===== config.mk =====
export PLATFORM = sky130hd
export DESIGN_NAME = lb_arbiter
export DESIGN_NICKNAME = d
export VERILOG_FILES = /design/src/rtl/lb_arbiter.sv
export SDC_FILE = /design/constraint.sdc
export NUM_CORES = 1
export LEC_CHECK = 0
export ABC_CLOCK_PERIOD_IN_PS = 1500
export BUFFER_PORTS_ARGS = -buffer_cell sky130_fd_sc_hd__buf_2
export CAP_MARGIN = 0
export CORE_AREA = 2 2 114 116
export CTS_CLUSTER_SIZE = 8
export DETAILED_ROUTE_END_ITERATION = 16
export DIE_AREA = 0 0 116 118
export GPL_TIMING_DRIVEN = 0
export SYNTH_ARGS = -nofsm -noshare
export SYNTH_HDL_FRONTEND = slang
export SYNTH_SLANG_ARGS = --single-unit

===== constraint.sdc =====
create_clock -name clk -period 1.5 [get_ports clk]
set_input_delay 0.15 -clock clk [delete_from_list [all_inputs] [get_ports clk]]
set_output_delay 0.15 -clock clk [all_outputs]
set_load 0.05 [all_outputs]

===== src/rtl/lb_arbiter.sv =====
// lb_arbiter: two-master round-robin arbiter onto one local-bus register slave.
// Optional slave response timeout enabled by defining LB_ARB_TIMEOUT_EN.
module lb_arbiter #(
    parameter int ADDR_W         = 12,
    parameter int DATA_W         = 32,
    parameter int STRB_W         = DATA_W / 8,
    parameter int TIMEOUT_CYCLES = 256
) (
    input  logic              clk,
    input  logic              rst,
    input  logic [ADDR_W-1:0] m0_waddr,
    input  logic [DATA_W-1:0] m0_wdata,
    input  logic [STRB_W-1:0] m0_wstrb,
    input  logic              m0_wen,
    output logic              m0_wready,
    input  logic [ADDR_W-1:0] m0_raddr,
    input  logic              m0_ren,
    output logic [DATA_W-1:0] m0_rdata,
    output logic              m0_rvalid,
    input  logic [ADDR_W-1:0] m1_waddr,
    input  logic [DATA_W-1:0] m1_wdata,
    input  logic [STRB_W-1:0] m1_wstrb,
    input  logic              m1_wen,
    output logic              m1_wready,
    input  logic [ADDR_W-1:0] m1_raddr,
    input  logic              m1_ren,
    output logic [DATA_W-1:0] m1_rdata,
    output logic              m1_rvalid,
    output logic [ADDR_W-1:0] s_waddr,
    output logic [DATA_W-1:0] s_wdata,
    output logic [STRB_W-1:0] s_wstrb,
    output logic              s_wen,
    input  logic              s_wready,
    output logic [ADDR_W-1:0] s_raddr,
    output logic              s_ren,
    input  logic [DATA_W-1:0] s_rdata,
    input  logic              s_rvalid,
`ifdef LB_ARB_TIMEOUT_EN
    output logic              timeout_err,
`endif
    output logic              busy
);
    typedef enum logic [1:0] {IDLE, WR, RD} state_t;

    state_t state, state_nx;
    logic   owner, last;
    logic   req0, req1, win;
    logic   own_wen, own_ren;
    logic   wack, rack, to;

`ifdef LB_ARB_TIMEOUT_EN
    localparam int CW = (TIMEOUT_CYCLES > 1) ? $clog2(TIMEOUT_CYCLES) : 1;
    logic [CW-1:0] cnt;

    always_ff @(posedge clk) begin
        if (rst || state == IDLE)
            cnt <= '0;
        else
            cnt <= cnt + 1'b1;
    end

    // Self-complete only a request still held with no slave answer this cycle
    always_comb begin
        to = !rst && cnt == CW'(TIMEOUT_CYCLES - 1) &&
             ((state == WR && own_wen && !s_wready) || (state == RD && own_ren && !s_rvalid));
    end

    always_ff @(posedge clk) begin
        if (rst)
            timeout_err <= 1'b0;
        else if (to)
            timeout_err <= 1'b1;
    end
`else
    always_comb to = (TIMEOUT_CYCLES < 0);
`endif

    always_comb begin
        req0      = m0_wen | m0_ren;
        req1      = m1_wen | m1_ren;
        win       = (req0 && req1) ? ~last : req1;
        own_wen   = owner ? m1_wen : m0_wen;
        own_ren   = owner ? m1_ren : m0_ren;
        s_waddr   = owner ? m1_waddr : m0_waddr;
        s_wdata   = owner ? m1_wdata : m0_wdata;
        s_wstrb   = owner ? m1_wstrb : m0_wstrb;
        s_raddr   = owner ? m1_raddr : m0_raddr;
        s_wen     = !rst && state == WR && own_wen && !to;
        s_ren     = !rst && state == RD && own_ren && !to;
        wack      = (s_wen && s_wready) || (state == WR && to);
        rack      = (s_ren && s_rvalid) || (state == RD && to);
        m0_wready = wack && !owner;
        m1_wready = wack && owner;
        m0_rvalid = rack && !owner;
        m1_rvalid = rack && owner;
        m0_rdata  = to ? '1 : s_rdata;
        m1_rdata  = to ? '1 : s_rdata;
        busy      = !rst && state != IDLE;
    end

    // A dropped request ends the grant without any response
    always_comb begin
        state_nx = state;
        if (state == IDLE && (req0 || req1))
            state_nx = (win ? m1_wen : m0_wen) ? WR : RD;
        else if (state == WR && (!own_wen || wack))
            state_nx = IDLE;
        else if (state == RD && (!own_ren || rack))
            state_nx = IDLE;
    end

    always_ff @(posedge clk) begin
        if (rst) begin
            state <= IDLE;
            owner <= 1'b0;
            last  <= 1'b1;
        end else begin
            state <= state_nx;
            if (state == IDLE && (req0 || req1)) begin
                owner <= win;
                last  <= win;
            end
        end
    end
endmodule

==> summary.json, run 1 <==
{
  "io-pin-count": {"value": 291},
  "postLayoutCellArea": {"value": 4013, "unit": "µm²"},
  "drt_iter0_markers": {"value": 48},
  "power_switching_share": {"value": 49.32, "unit": "%"},
  "final-instance-count-excl-fill": {"value": 610},
  "fill_cells": {"value": 1331},
  "measured_slew_at_the_worst_slew_check_pin": {"value": 0.4745, "unit": "ns"},
  "synthDominantCellAreaShare": {"value": 45.72, "unit": "%"},
  "max_cap_viol_count": {"value": 0},
  "slew_headroom": {"value": 67.95, "unit": "%"},
  "fin_nets": {"value": 600},
  "tritoncts_num_sinks": {"value": 4},
  "drt.antenna.violating_nets": {"value": 0},
  "power_per_cell_area": {"value": 835.1, "unit": "nW/µm²"},
  "layout_worst_path_cycle_share": {"value": 107.3, "unit": "%"},
  "cts.reportedPaths.clkPinSlew": {"value": 0.03, "unit": "ns"},
  "violations": {"value": "negative setup slack"},
  "global_route.overflow_total": {"value": 0},
  "pwr-share-comb": {"value": 82.9, "unit": "%"},
  "place.detailed.hpwl": {"value": 6039, "unit": "µm"},
  "hold_violations": {"value": 0},
  "clock-skew-final": {"value": 0.0001363, "unit": "ns"},
  "timing.critical_path.cells": {"value": "buf_12 -> clkbuf_16 -> mux2_2 -> buf_6"},
  "synth_cell_types": {"value": 21},
  "timing.critical_path.slowest_cell_delay": {"value": 0.38, "unit": "ns"},
  "mean_cell_area_of_the_mapped_netlist": {"value": 8.796, "unit": "µm²"},
  "setup.worst_path.class": {"value": "register to primary output"},
  "core_region_area": {"value": 12410, "unit": "µm²"},
  "fp.dieArea": {"value": 13690, "unit": "µm²"},
  "total_leakage_power": {"value": 2.138, "unit": "nW"},
  "setup_slack": {"value": -0.1098, "unit": "ns"},
  "yosysWarningCount": {"value": 0},
  "mappedNetlistNets": {"value": 328},
  "ys_async_sr_fraction": {"value": 0, "unit": "%"},
  "regArea": {"value": 85.08, "unit": "µm²"},
  "grt_antenna_before_repair": {"value": 0},
  "detailed_place.area": {"value": 3034, "unit": "µm²"},
  "worst-path-max-fanout": {"value": 9},
  "placement_rows": {"value": 41},
  "gr-usage-met3": {"value": 1.493, "unit": "%"},
  "postLayoutCoreUtil": {"value": 32.32, "unit": "%"},
  "cp_data_arrival_time": {"value": 1.46, "unit": "ns"},
  "timing.final.crit_period": {"value": 1.610, "unit": "ns"},
  "seq_area_frac_synth": {"value": 5.419, "unit": "%"},
  "post-place-cells": {"value": 598},
  "routed_via_density": {"value": 3.636},
  "maximum_vdd_drop": {"value": 0.0006292, "unit": "V"},
  "synth.largest_area_cell": {"value": "mux2_2"},
  "total_via_count_after_detailed_routing": {"value": 2218},
  "htree_levels": {"value": 1},
  "global_route_wire_length_before_repair": {"value": 10010, "unit": "µm"},
  "syn-instance-count": {"value": 168},
  "outcome": {"value": "complete, but fails checks"},
  "grt_util_met1": {"value": 10.28, "unit": "%"},
  "fmax": {"value": 621.2, "unit": "MHz"},
  "final-setup-viol-count": {"value": 63},
  "detail_route.first_pass.iterations": {"value": 3},
  "power.clock.fraction": {"value": 12.3, "unit": "%"},
  "required_time_worst_endpoint": {"value": 1.35, "unit": "ns"},
  "syn2layout_area_growth": {"value": 171.5, "unit": "%"},
  "multi_input_area": {"value": 1047, "unit": "µm²"},
  "timing.critical_path.to_type": {"value": "primary output"},
  "min_path_type": {"value": "input pin to register"},
  "synth-seq-cells": {"value": 4},
  "antenna_cells": {"value": 0},
  "worst_skew_pair.late_latency": {"value": 0.22, "unit": "ns"},
  "groute.layer.met2.usage": {"value": 17.91, "unit": "%"},
  "sequential_share_of_power": {"value": 4.8, "unit": "%"},
  "crit_path_start_kind": {"value": "register"},
  "placement.io_buffers": {"value": 258},
  "grt_max_degree": {"value": 11},
  "p_int": {"value": 1.698, "unit": "mW"},
  "synth.top_cells.by_area": {"value": "mux2_2 46%, buf_4 35%, dfxtp_1 5.4%"},
  "die_w": {"value": 116, "unit": "µm"},
  "synth-edff-count": {"value": 0},
  "grt.busiest_layer": {"value": "met2"},
  "grt_pass1_vias": {"value": 2133},
  "tritoncts_clock_tree": {"value": "done"},
  "grt_usage": {"value": 9.181, "unit": "%"},
  "switching_power": {"value": 1.653, "unit": "mW"},
  "rsz0062_at_grt": {"value": "true"},
  "post_route_cells_drive_above_1_share": {"value": 93.84, "unit": "%"},
  "synth_ff_type": {"value": "dfxtp_1"},
  "cp_slowest_cell": {"value": "dfxtp_4"},
  "numCtsBuffers": {"value": 3},
  "finalPower": {"value": 3.351, "unit": "mW"},
  "max-clock-path-buffers": {"value": 2},
  "wl_per_cell": {"value": 12.92, "unit": "µm"},
  "globalplace.congestion": {"value": 0.7602},
  "post_synth_instance_area": {"value": 1478, "unit": "µm²"},
  "routed_wirelength": {"value": 7881, "unit": "µm"},
  "drc": {"value": 0},
  "floorplan.die.height": {"value": 118, "unit": "µm"},
  "final_max_slew_viol_count": {"value": 0},
  "start_util": {"value": 11.90, "unit": "%"},
  "dp_worst_setup_slack": {"value": -0.2935, "unit": "ns"},
  "cts-root-buf": {"value": "clkbuf_16"}
}
==> power groups by stage <==
stage          Sequential (mW)  Combinational, mW  Clock [mW]
6_report                 0.160               2.78       0.412
5_1_grt                  0.163               2.88       0.432
4_1_cts                  0.161               2.43       0.417
3_5_place_dp             0.158               2.10           0
3_3_place_gp             0.157               2.09           0
2_1_floorplan            0.151               1.61           0
==> layout make-up <==
type / instances / share of cell area, %
Buffer: 71 / 15.34
Tap cell: 172 / 5.363
Multi-Input combinational cell: 92 / 26.10
Clock buffer: 3 / 1.871
Inverter: 1 / 0.09355
Sequential cell: 4 / 2.120
Timing Repair Buffer: 267 / 49.11
==> placed cells by master (no fill, tap or decap), types with 2 or more instances in the layout <==
cell,netlist,layout
clkbuf_16,0,7
buf_6,0,29
buf_12,0,6
buf_8,0,34
nor2_1,9,7
buf_2,3,194
buf_4,68,69
dfxtp_1,4,2
mux2_4,0,35
o21ai_0,3,3
a21oi_1,2,2
mux2_2,60,25
nand2_1,2,2
==> routing by layer <==
layer  share of wire, %  up-vias
met5                  0        -
met4                1.1        0
met3                8.3       10
met2                 54      150
met1                 37      993
li1                   -     1065
==> sequential cells by signal, summed over array words and instances, names as in the netlist <==
register / cells
state: 2
last: 1
owner: 1
==> cell usage after synthesis (2+ instances only) <==
library cell,count
nor3_1,2
a21oi_1,2
dfxtp_1,4
o21ai_0,3
mux2i_1,2
buf_2,3
and3_1,2
nand2_1,2
mux2_2,60
nand2b_1,2
nor2_1,9
buf_4,68
==> critical path: cells and delay by family (launching register included) <==
kind	cells	cell delay, ns
DFF	1	0.38
muxes	1	0.34
buffers and inverters	3	0.50
==> kinds of logic after synthesis <==
logic type	share of synthesized area (%)
AOI/OAI and AO/OA	5.081
DFF	5.419
buffers and inverters	35.82
and+or+nand+nor	6.604
muxes	47.08
==> path summary, 6_finish.rpt <==
path | endpoint | slack (ns) | cells after the start | start
min reg2reg | state[1] | 0.57 | 2 | state[1]
min | state[0] | 0.21 | 2 | rst
max reg2reg | state[0] | 0.34 | 4 | state[0]
max | s_wdata[25] | -0.11 | 4 | owner
==> repair_timing <==
| item | CTS | global route |
|---|---|---|
| buffers inserted | 1 | 3 |
| endpoints found under the setup margin | 65 | 65 |
| hold buffers | 0 | 0 |
| resized for setup | 124 | 105 |
| pin swaps | 1 | 0 |
| gates cloned | 1 | 4 |
==> metrics by stage <==
step           hold WS (ns)  setup TNS, ns
2_1_floorplan        0.2150        -0.8745
3_3_place_gp         0.4440         -7.151
3_5_place_dp         0.4422         -8.391
4_1_cts              0.2086         -5.470
5_1_grt              0.2251         -6.379
6_report             0.2063         -3.939
No activity file was read; power rests on OpenSTA's default activity.
==> run 2: changes to the inputs <==
==> config.mk (replaced) <==
export PLATFORM = sky130hd
export DESIGN_NAME = lb_arbiter
export DESIGN_NICKNAME = d
export VERILOG_FILES = /design/src/rtl/lb_arbiter.sv
export SDC_FILE = /design/constraint.sdc
export NUM_CORES = 1
export LEC_CHECK = 0
export ABC_CLOCK_PERIOD_IN_PS = 1500
export CAP_MARGIN = 0
export CELL_PAD_IN_SITES_DETAIL_PLACEMENT = 1
export CELL_PAD_IN_SITES_GLOBAL_PLACEMENT = 1
export CORE_AREA = 2 2 113 115
export CTS_CLUSTER_SIZE = 8
export DETAILED_ROUTE_END_ITERATION = 16
export DIE_AREA = 0 0 115 117
export DONT_BUFFER_PORTS = 1
export GPL_TIMING_DRIVEN = 0
export PLACE_DENSITY_LB_ADDON = 0.1
export SLEW_MARGIN = 0
export SYNTH_ARGS = -nofsm -noshare
export SYNTH_HDL_FRONTEND = slang
export SYNTH_SLANG_ARGS = --single-unit
==> run 2 against run 1 <==
Against the previous run:
- the flow still finishes with violations (negative setup slack)
- sequential power is 3% lower
- power is 18% lower
- clock power increased by 2%
- critical path depth is 2 higher
- cell area down 41%
- critical path type unchanged
==> summary.json, run 2 (synthesis results as in run 1) <==
{
  "cp_data_arrival_time": {"value": 2.00, "unit": "ns"},
  "floorplan.die.height": {"value": 117, "unit": "µm"},
  "min_path_cells": {"value": 1},
  "layout.cells.most_common_list": {"value": "65 x buf_4, 60 x mux2_4, 10 x clkbuf_16"},
  "tritoncts_num_sinks": {"value": 4},
  "numCtsBuffers": {"value": 3},
  "maximum_vdd_drop": {"value": 0.0003580, "unit": "V"},
  "setup_slack": {"value": -0.6484, "unit": "ns"},
  "globalplace.congestion": {"value": 0.7391},
  "grt_antenna_before_repair": {"value": 0},
  "layout_worst_path_cycle_share": {"value": 143.2, "unit": "%"},
  "worst-path-max-fanout": {"value": 5},
  "required_time_worst_endpoint": {"value": 1.35, "unit": "ns"},
  "drc": {"value": 0},
  "drt.antenna.violating_nets": {"value": 0},
  "post_route_cells_drive_above_1_share": {"value": 86.96, "unit": "%"},
  "dp_worst_setup_slack": {"value": -0.4775, "unit": "ns"},
  "largest_reg_flops": {"value": 2},
  "worst-r2r-setup-slack": {"value": 0.18, "unit": "ns"},
  "global_route.overflow_total": {"value": 0},
  "reg.largest.list": {"value": "state: 2 flops, last: 1 flops, owner: 1 flops"},
  "cts.reportedPaths.clkPinSlew": {"value": 0.03, "unit": "ns"},
  "htree_levels": {"value": 1},
  "drt_iter0_markers": {"value": 21},
  "tritoncts_clock_tree": {"value": "done"},
  "fin_nets": {"value": 346},
  "final-setup-viol-count": {"value": 66},
  "start_util": {"value": 12.00, "unit": "%"},
  "core_region_area": {"value": 12310, "unit": "µm²"},
  "grt_pass1_vias": {"value": 1204},
  "measured_slew_at_the_worst_slew_check_pin": {"value": 0.8269, "unit": "ns"},
  "routed_wirelength": {"value": 7151, "unit": "µm"},
  "placement_rows": {"value": 41},
  "worst_skew_pair.late_latency": {"value": 0.23, "unit": "ns"},
  "min_path_type": {"value": "input pin to register"},
  "fp.dieArea": {"value": 13460, "unit": "µm²"},
  "fmax": {"value": 465.5, "unit": "MHz"},
  "grt.busiest_layer": {"value": "met2"},
  "max_cap_viol_count": {"value": 0},
  "rr_worst_depth": {"value": 4},
  "slew_headroom": {"value": 44.64, "unit": "%"},
  "syn2layout_area_growth": {"value": 61.47, "unit": "%"},
  "rsz0062_at_grt": {"value": "true"},
  "detail_route.first_pass.iterations": {"value": 4},
  "total_leakage_power": {"value": 1.063, "unit": "nW"},
  "timing.critical_path.to_type": {"value": "primary output"},
  "largest-register": {"value": "state"},
  "final_max_slew_viol_count": {"value": 0},
  "grt_usage": {"value": 7.879, "unit": "%"},
  "finalPower": {"value": 2.760, "unit": "mW"},
  "grt_max_degree": {"value": 11},
  "grt_util_met1": {"value": 8.665, "unit": "%"},
  "critical_path.reg2reg.endpoint": {"value": "state[0]"},
  "die_w": {"value": 115, "unit": "µm"},
  "postLayoutCoreUtil": {"value": 19.38, "unit": "%"},
  "setup.worst_path.class": {"value": "register to primary output"},
  "antenna_cells": {"value": 0},
  "hold_end": {"value": "last"},
  "r2r-start": {"value": "state[1]"},
  "groute.layer.met2.usage": {"value": 14.67, "unit": "%"},
  "max-clock-path-buffers": {"value": 2},
  "total_via_count_after_detailed_routing": {"value": 1313},
  "cts-root-buf": {"value": "clkbuf_16"},
  "timing.final.crit_period": {"value": 2.148, "unit": "ns"},
  "violations": {"value": "negative setup slack"},
  "power_per_cell_area": {"value": 1157, "unit": "nW/µm²"},
  "place.detailed.hpwl": {"value": 5640, "unit": "µm"},
  "placement.io_buffers": {"value": 0},
  "crit_path_start_kind": {"value": "register"},
  "gr-usage-met3": {"value": 3.038, "unit": "%"},
  "worstHoldStart": {"value": "rst"},
  "routed_via_density": {"value": 3.931},
  "global_route_wire_length_before_repair": {"value": 7803, "unit": "µm"},
  "most_frequent_standard_cell_in_the_layout_excluding_fill_and_tap_cells": {"value": "buf_4"},
  "outcome": {"value": "complete, but fails checks"},
  "io-pin-count": {"value": 291},
  "hold_violations": {"value": 0},
  "wl_per_cell": {"value": 21.41, "unit": "µm"},
  "clock-skew-final": {"value": 0.001498, "unit": "ns"}
}
[run 2: cell count changes in the layout (fill, tap and decap cells not counted), sizes merged]
| cell | change |
|---|---|
| buf | -256 |
| dlygate4sd3 | +1 |
| bufbuf | -1 |
| clkbuf | +2 |
[run 2: metrics by stage]
| stage | cell area (µm²) | hold WS, ns | cells | TNS, ns |
|---|---|---|---|---|
| 6_report | 2386 | 0.02464 | 334 | -14.08 |
| 5_1_grt | 2386 | 0.02908 | 334 | -16.46 |
| 4_1_cts | 2163 | 0.02347 | 325 | -6.991 |
| 3_5_place_dp | 1715 | 0.2210 | 318 | -5.019 |
| 3_3_place_gp | 1715 | 0.2203 | 318 | -5.491 |
| 2_1_floorplan | 1528 | 0.2150 | 168 | -0.8745 |
[run 2: worst max path at each step]
stage	startpoint	cells after the start	slack [ns]	endpoint
after floorplan	owner	4	-0.33	m0_wready
after global placement	owner	4	-0.46	m0_wready
after detailed placement	owner	4	-0.48	m0_wready
after global routing	owner	4	-0.74	m0_wready
final	owner	6	-0.65	m0_rvalid
after CTS	owner	4	-0.67	m0_wready
[run 2: area by class of cell]
cell class / count / area (µm²)
multi-input cells: 92 / 1167
fillers: 1405 / 9926
inverters: 1 / 3.754
repair buffers: 14 / 265.3
clock buffers: 3 / 75.07
flip-flops and latches: 4 / 86.33
plain buffers: 70 / 600.6
well taps: 150 / 187.7
[run 2: repair_timing]
item	in CTS	in global routing
hold buffers	1	0
buffers inserted	3	3
endpoints found under the setup margin	66	67
gates resized for setup	89	10
cloned	0	7
pin swaps	5	4
hold endpoints to repair	2	0
[run 2: power breakdown]
part / total [mW] / internal [mW] / leakage (nW) / switching [mW]
Combinational: 2.19 / 0.759 / 0.992 / 1.43
Clock: 0.419 / 0.341 / 0.0370 / 0.0784
Sequential: 0.156 / 0.127 / 0.0345 / 0.0296
Total: 2.76 / 1.23 / 1.06 / 1.53
[run 2: worst max-delay path, stage by stage, from the launching register on]
cell and delay, ns:
dfxtp_4 0.34, buf_4 0.13, buf_8 0.14, mux2i_4 0.20, nor3_4 0.54, nand2_2 0.13
nor2_4 0.29
[run 2: per-layer routing]
layer | share of wire [%] | wire (µm)
met3 | 13 | 900
met2 | 54 | 3841
met4 | 0.32 | 23
met5 | 0 | 0
met1 | 33 | 2386
==> run 3: changes to the inputs <==
--- a/config.mk
+++ b/config.mk
@@ -16,6 +16,7 @@
 export DONT_BUFFER_PORTS = 1
 export GPL_TIMING_DRIVEN = 0
 export PLACE_DENSITY_LB_ADDON = 0.1
+export SETUP_SLACK_MARGIN = 0.4
 export SLEW_MARGIN = 0
 export SYNTH_ARGS = -nofsm -noshare
 export SYNTH_HDL_FRONTEND = slang
==> run 3 against run 2 <==
Against the previous run:
- the flow still finishes with violations (negative setup slack)
- final cell count decreased by 3.6%
- utilization shrank 2.3 points
- worst setup slack improved by 0.051 ns
- clock skew grew 0.0016 ns
- sequential cell count unchanged
- die area is the same
- critical path depth decreased by 2
- combinational power fell by 13%
- register-to-register slack improved by 0.10 ns
- clock-buffer cell count unchanged
- power shrank 9.7%
- critical path type unchanged
- largest power group unchanged
- highest routed layer unchanged
==> summary.json, run 3 (synthesis results as in run 1) <==
{
  "clock-skew-final": {"value": 0.003063, "unit": "ns"},
  "slew_headroom": {"value": 45.86, "unit": "%"},
  "final-instance-count-excl-fill": {"value": 322},
  "fp.dieArea": {"value": 13460, "unit": "µm²"},
  "drt.antenna.violating_nets": {"value": 0},
  "drt_iter0_markers": {"value": 16},
  "violations": {"value": "negative setup slack"},
  "timing.critical_path.cells": {"value": "mux2i_2 -> nor4b_4 -> nand2_1 -> nor2_4"},
  "final-setup-viol-count": {"value": 55},
  "hold-worst-slack": {"value": 0.02348, "unit": "ns"},
  "fin_nets": {"value": 334},
  "most_frequent_standard_cell_in_the_layout_excluding_fill_and_tap_cells": {"value": "buf_4"},
  "worst-path-max-fanout": {"value": 4},
  "global_route_wire_length_before_repair": {"value": 6541, "unit": "µm"},
  "post_route_setup_tns": {"value": -12.58, "unit": "ns"},
  "power_per_cell_area": {"value": 1188, "unit": "nW/µm²"},
  "timing.critical_path.to_type": {"value": "primary output"},
  "place.detailed.hpwl": {"value": 5021, "unit": "µm"},
  "postLayoutCoreUtil": {"value": 17.03, "unit": "%"},
  "total_via_count_after_detailed_routing": {"value": 1234},
  "post_cts.repair.setup_buffers": {"value": 0},
  "min_path_type": {"value": "input pin to register"},
  "start_util": {"value": 12.00, "unit": "%"},
  "cp_slowest_cell": {"value": "nor4b_4"},
  "required_time_worst_endpoint": {"value": 1.35, "unit": "ns"},
  "post_route_cells_drive_above_1_share": {"value": 87.79, "unit": "%"},
  "total_leakage_power": {"value": 0.9494, "unit": "nW"},
  "post-place-cells": {"value": 318},
  "rsz0062_at_grt": {"value": "true"},
  "layout_worst_path_cycle_share": {"value": 139.8, "unit": "%"},
  "layout.cells.most_common_list": {"value": "64 x buf_4, 60 x mux2_4, 5 x buf_6, 5 x nor2_1, 4 x nor2_4"},
  "sequential_share_of_power": {"value": 6.6, "unit": "%"},
  "placement.io_buffers": {"value": 0},
  "hold_violations": {"value": 0},
  "grt_usage": {"value": 6.532, "unit": "%"},
  "floorplan.die.height": {"value": 117, "unit": "µm"},
  "timing.final.crit_period": {"value": 2.098, "unit": "ns"},
  "maximum_vdd_drop": {"value": 0.0004374, "unit": "V"},
  "tritoncts_clock_tree": {"value": "done"},
  "detail_route.first_pass.iterations": {"value": 4},
  "setup_slack": {"value": -0.5976, "unit": "ns"},
  "postLayoutCellArea": {"value": 2097, "unit": "µm²"},
  "routed_via_density": {"value": 3.832},
  "max_cap_viol_count": {"value": 0},
  "dp_worst_setup_slack": {"value": -0.4306, "unit": "ns"},
  "power.clock.fraction": {"value": 16.7, "unit": "%"},
  "tritoncts_num_sinks": {"value": 4},
  "fmax": {"value": 476.7, "unit": "MHz"},
  "pwr-share-comb": {"value": 76.7, "unit": "%"},
  "routed_wirelength": {"value": 5532, "unit": "µm"},
  "die_w": {"value": 115, "unit": "µm"},
  "globalplace.congestion": {"value": 0.7192},
  "outcome": {"value": "complete, but fails checks"},
  "max-clock-path-buffers": {"value": 2},
  "largest_reg_flops": {"value": 2},
  "switching_power": {"value": 1.451, "unit": "mW"},
  "power_switching_share": {"value": 58.24, "unit": "%"},
  "grt_antenna_before_repair": {"value": 0},
  "grt_pass1_vias": {"value": 1120},
  "p_int": {"value": 1.040, "unit": "mW"},
  "measured_slew_at_the_worst_slew_check_pin": {"value": 0.8087, "unit": "ns"},
  "detailed_place.area": {"value": 1969, "unit": "µm²"},
  "core_region_area": {"value": 12310, "unit": "µm²"},
  "cts-root-buf": {"value": "clkbuf_16"},
  "final_max_slew_viol_count": {"value": 0},
  "placement_rows": {"value": 41},
  "timing.critical_path.slowest_cell_delay": {"value": 0.70, "unit": "ns"},
  "setup.worst_path.class": {"value": "register to primary output"},
  "finalPower": {"value": 2.492, "unit": "mW"},
  "crit_path_start_kind": {"value": "register"},
  "syn2layout_area_growth": {"value": 41.91, "unit": "%"},
  "wl_per_cell": {"value": 17.18, "unit": "µm"},
  "reg.largest.list": {"value": "state: 2 flops, last: 1 flops, owner: 1 flops"},
  "global_route.overflow_total": {"value": 0},
  "cts.reportedPaths.clkPinSlew": {"value": 0.03, "unit": "ns"},
  "worst_skew_pair.late_latency": {"value": 0.23, "unit": "ns"},
  "numCtsBuffers": {"value": 3},
  "grt_max_degree": {"value": 11},
  "htree_levels": {"value": 1},
  "antenna_cells": {"value": 0},
  "cp_data_arrival_time": {"value": 1.95, "unit": "ns"},
  "io-pin-count": {"value": 291},
  "drc": {"value": 0},
  "largest-register": {"value": "state"}
}
-- run 3: power groups by stage --
stage               combinational [mW]  clock, mW  sequential, mW
finish                            1.91      0.415           0.164
global route                      1.98      0.439           0.168
CTS                               1.93      0.421           0.164
detailed placement                1.91          0           0.159
global placement                  1.92          0           0.160
floorplan                         1.80          0           0.151
-- run 3: metal layers --
layer	routed length [µm]	GRT usage, %	vias to the layer above
met1	1653	6.514	563
met4	17	0.9639	0
met3	705	2.008	3
met5	0	0	-
li1	-	-	531
met2	3157	13.41	137
-- run 3: timing repair --
item	in CTS	in global routing
resized for setup	9	2
pin swaps	6	3
endpoints found under the hold margin	2	0
hold buffers	1	0
endpoints found under the setup margin	71	71
gates cloned	0	0
-- run 3: final cells by class --
| class | instances | area, µm² |
|---|---|---|
| Clock buffer | 3 | 75.07 |
| Buffer | 71 | 546.8 |
| Inverter | 1 | 3.754 |
| Timing Repair Buffer | 1 | 10.01 |
| Sequential cell | 4 | 87.58 |
| Fill cell | 1424 | 10210 |
| Multi-Input combinational cell | 92 | 1186 |
| Tap cell | 150 | 187.7 |
-- run 3: final timing paths --
kind         start        end  slack (ns)  cells after the start
max          owner  m0_wready       -0.60                      4
min            rst       last        0.02                      1
max reg2reg  owner      owner        0.28                      4
min reg2reg   last       last        0.53                      1
-- run 3: worst max-delay path, delay by kind of cell, from the launching register on --
family,cells,cell delay (ns)
flops,1,0.33
mux,1,0.18
simple gates,3,1.22
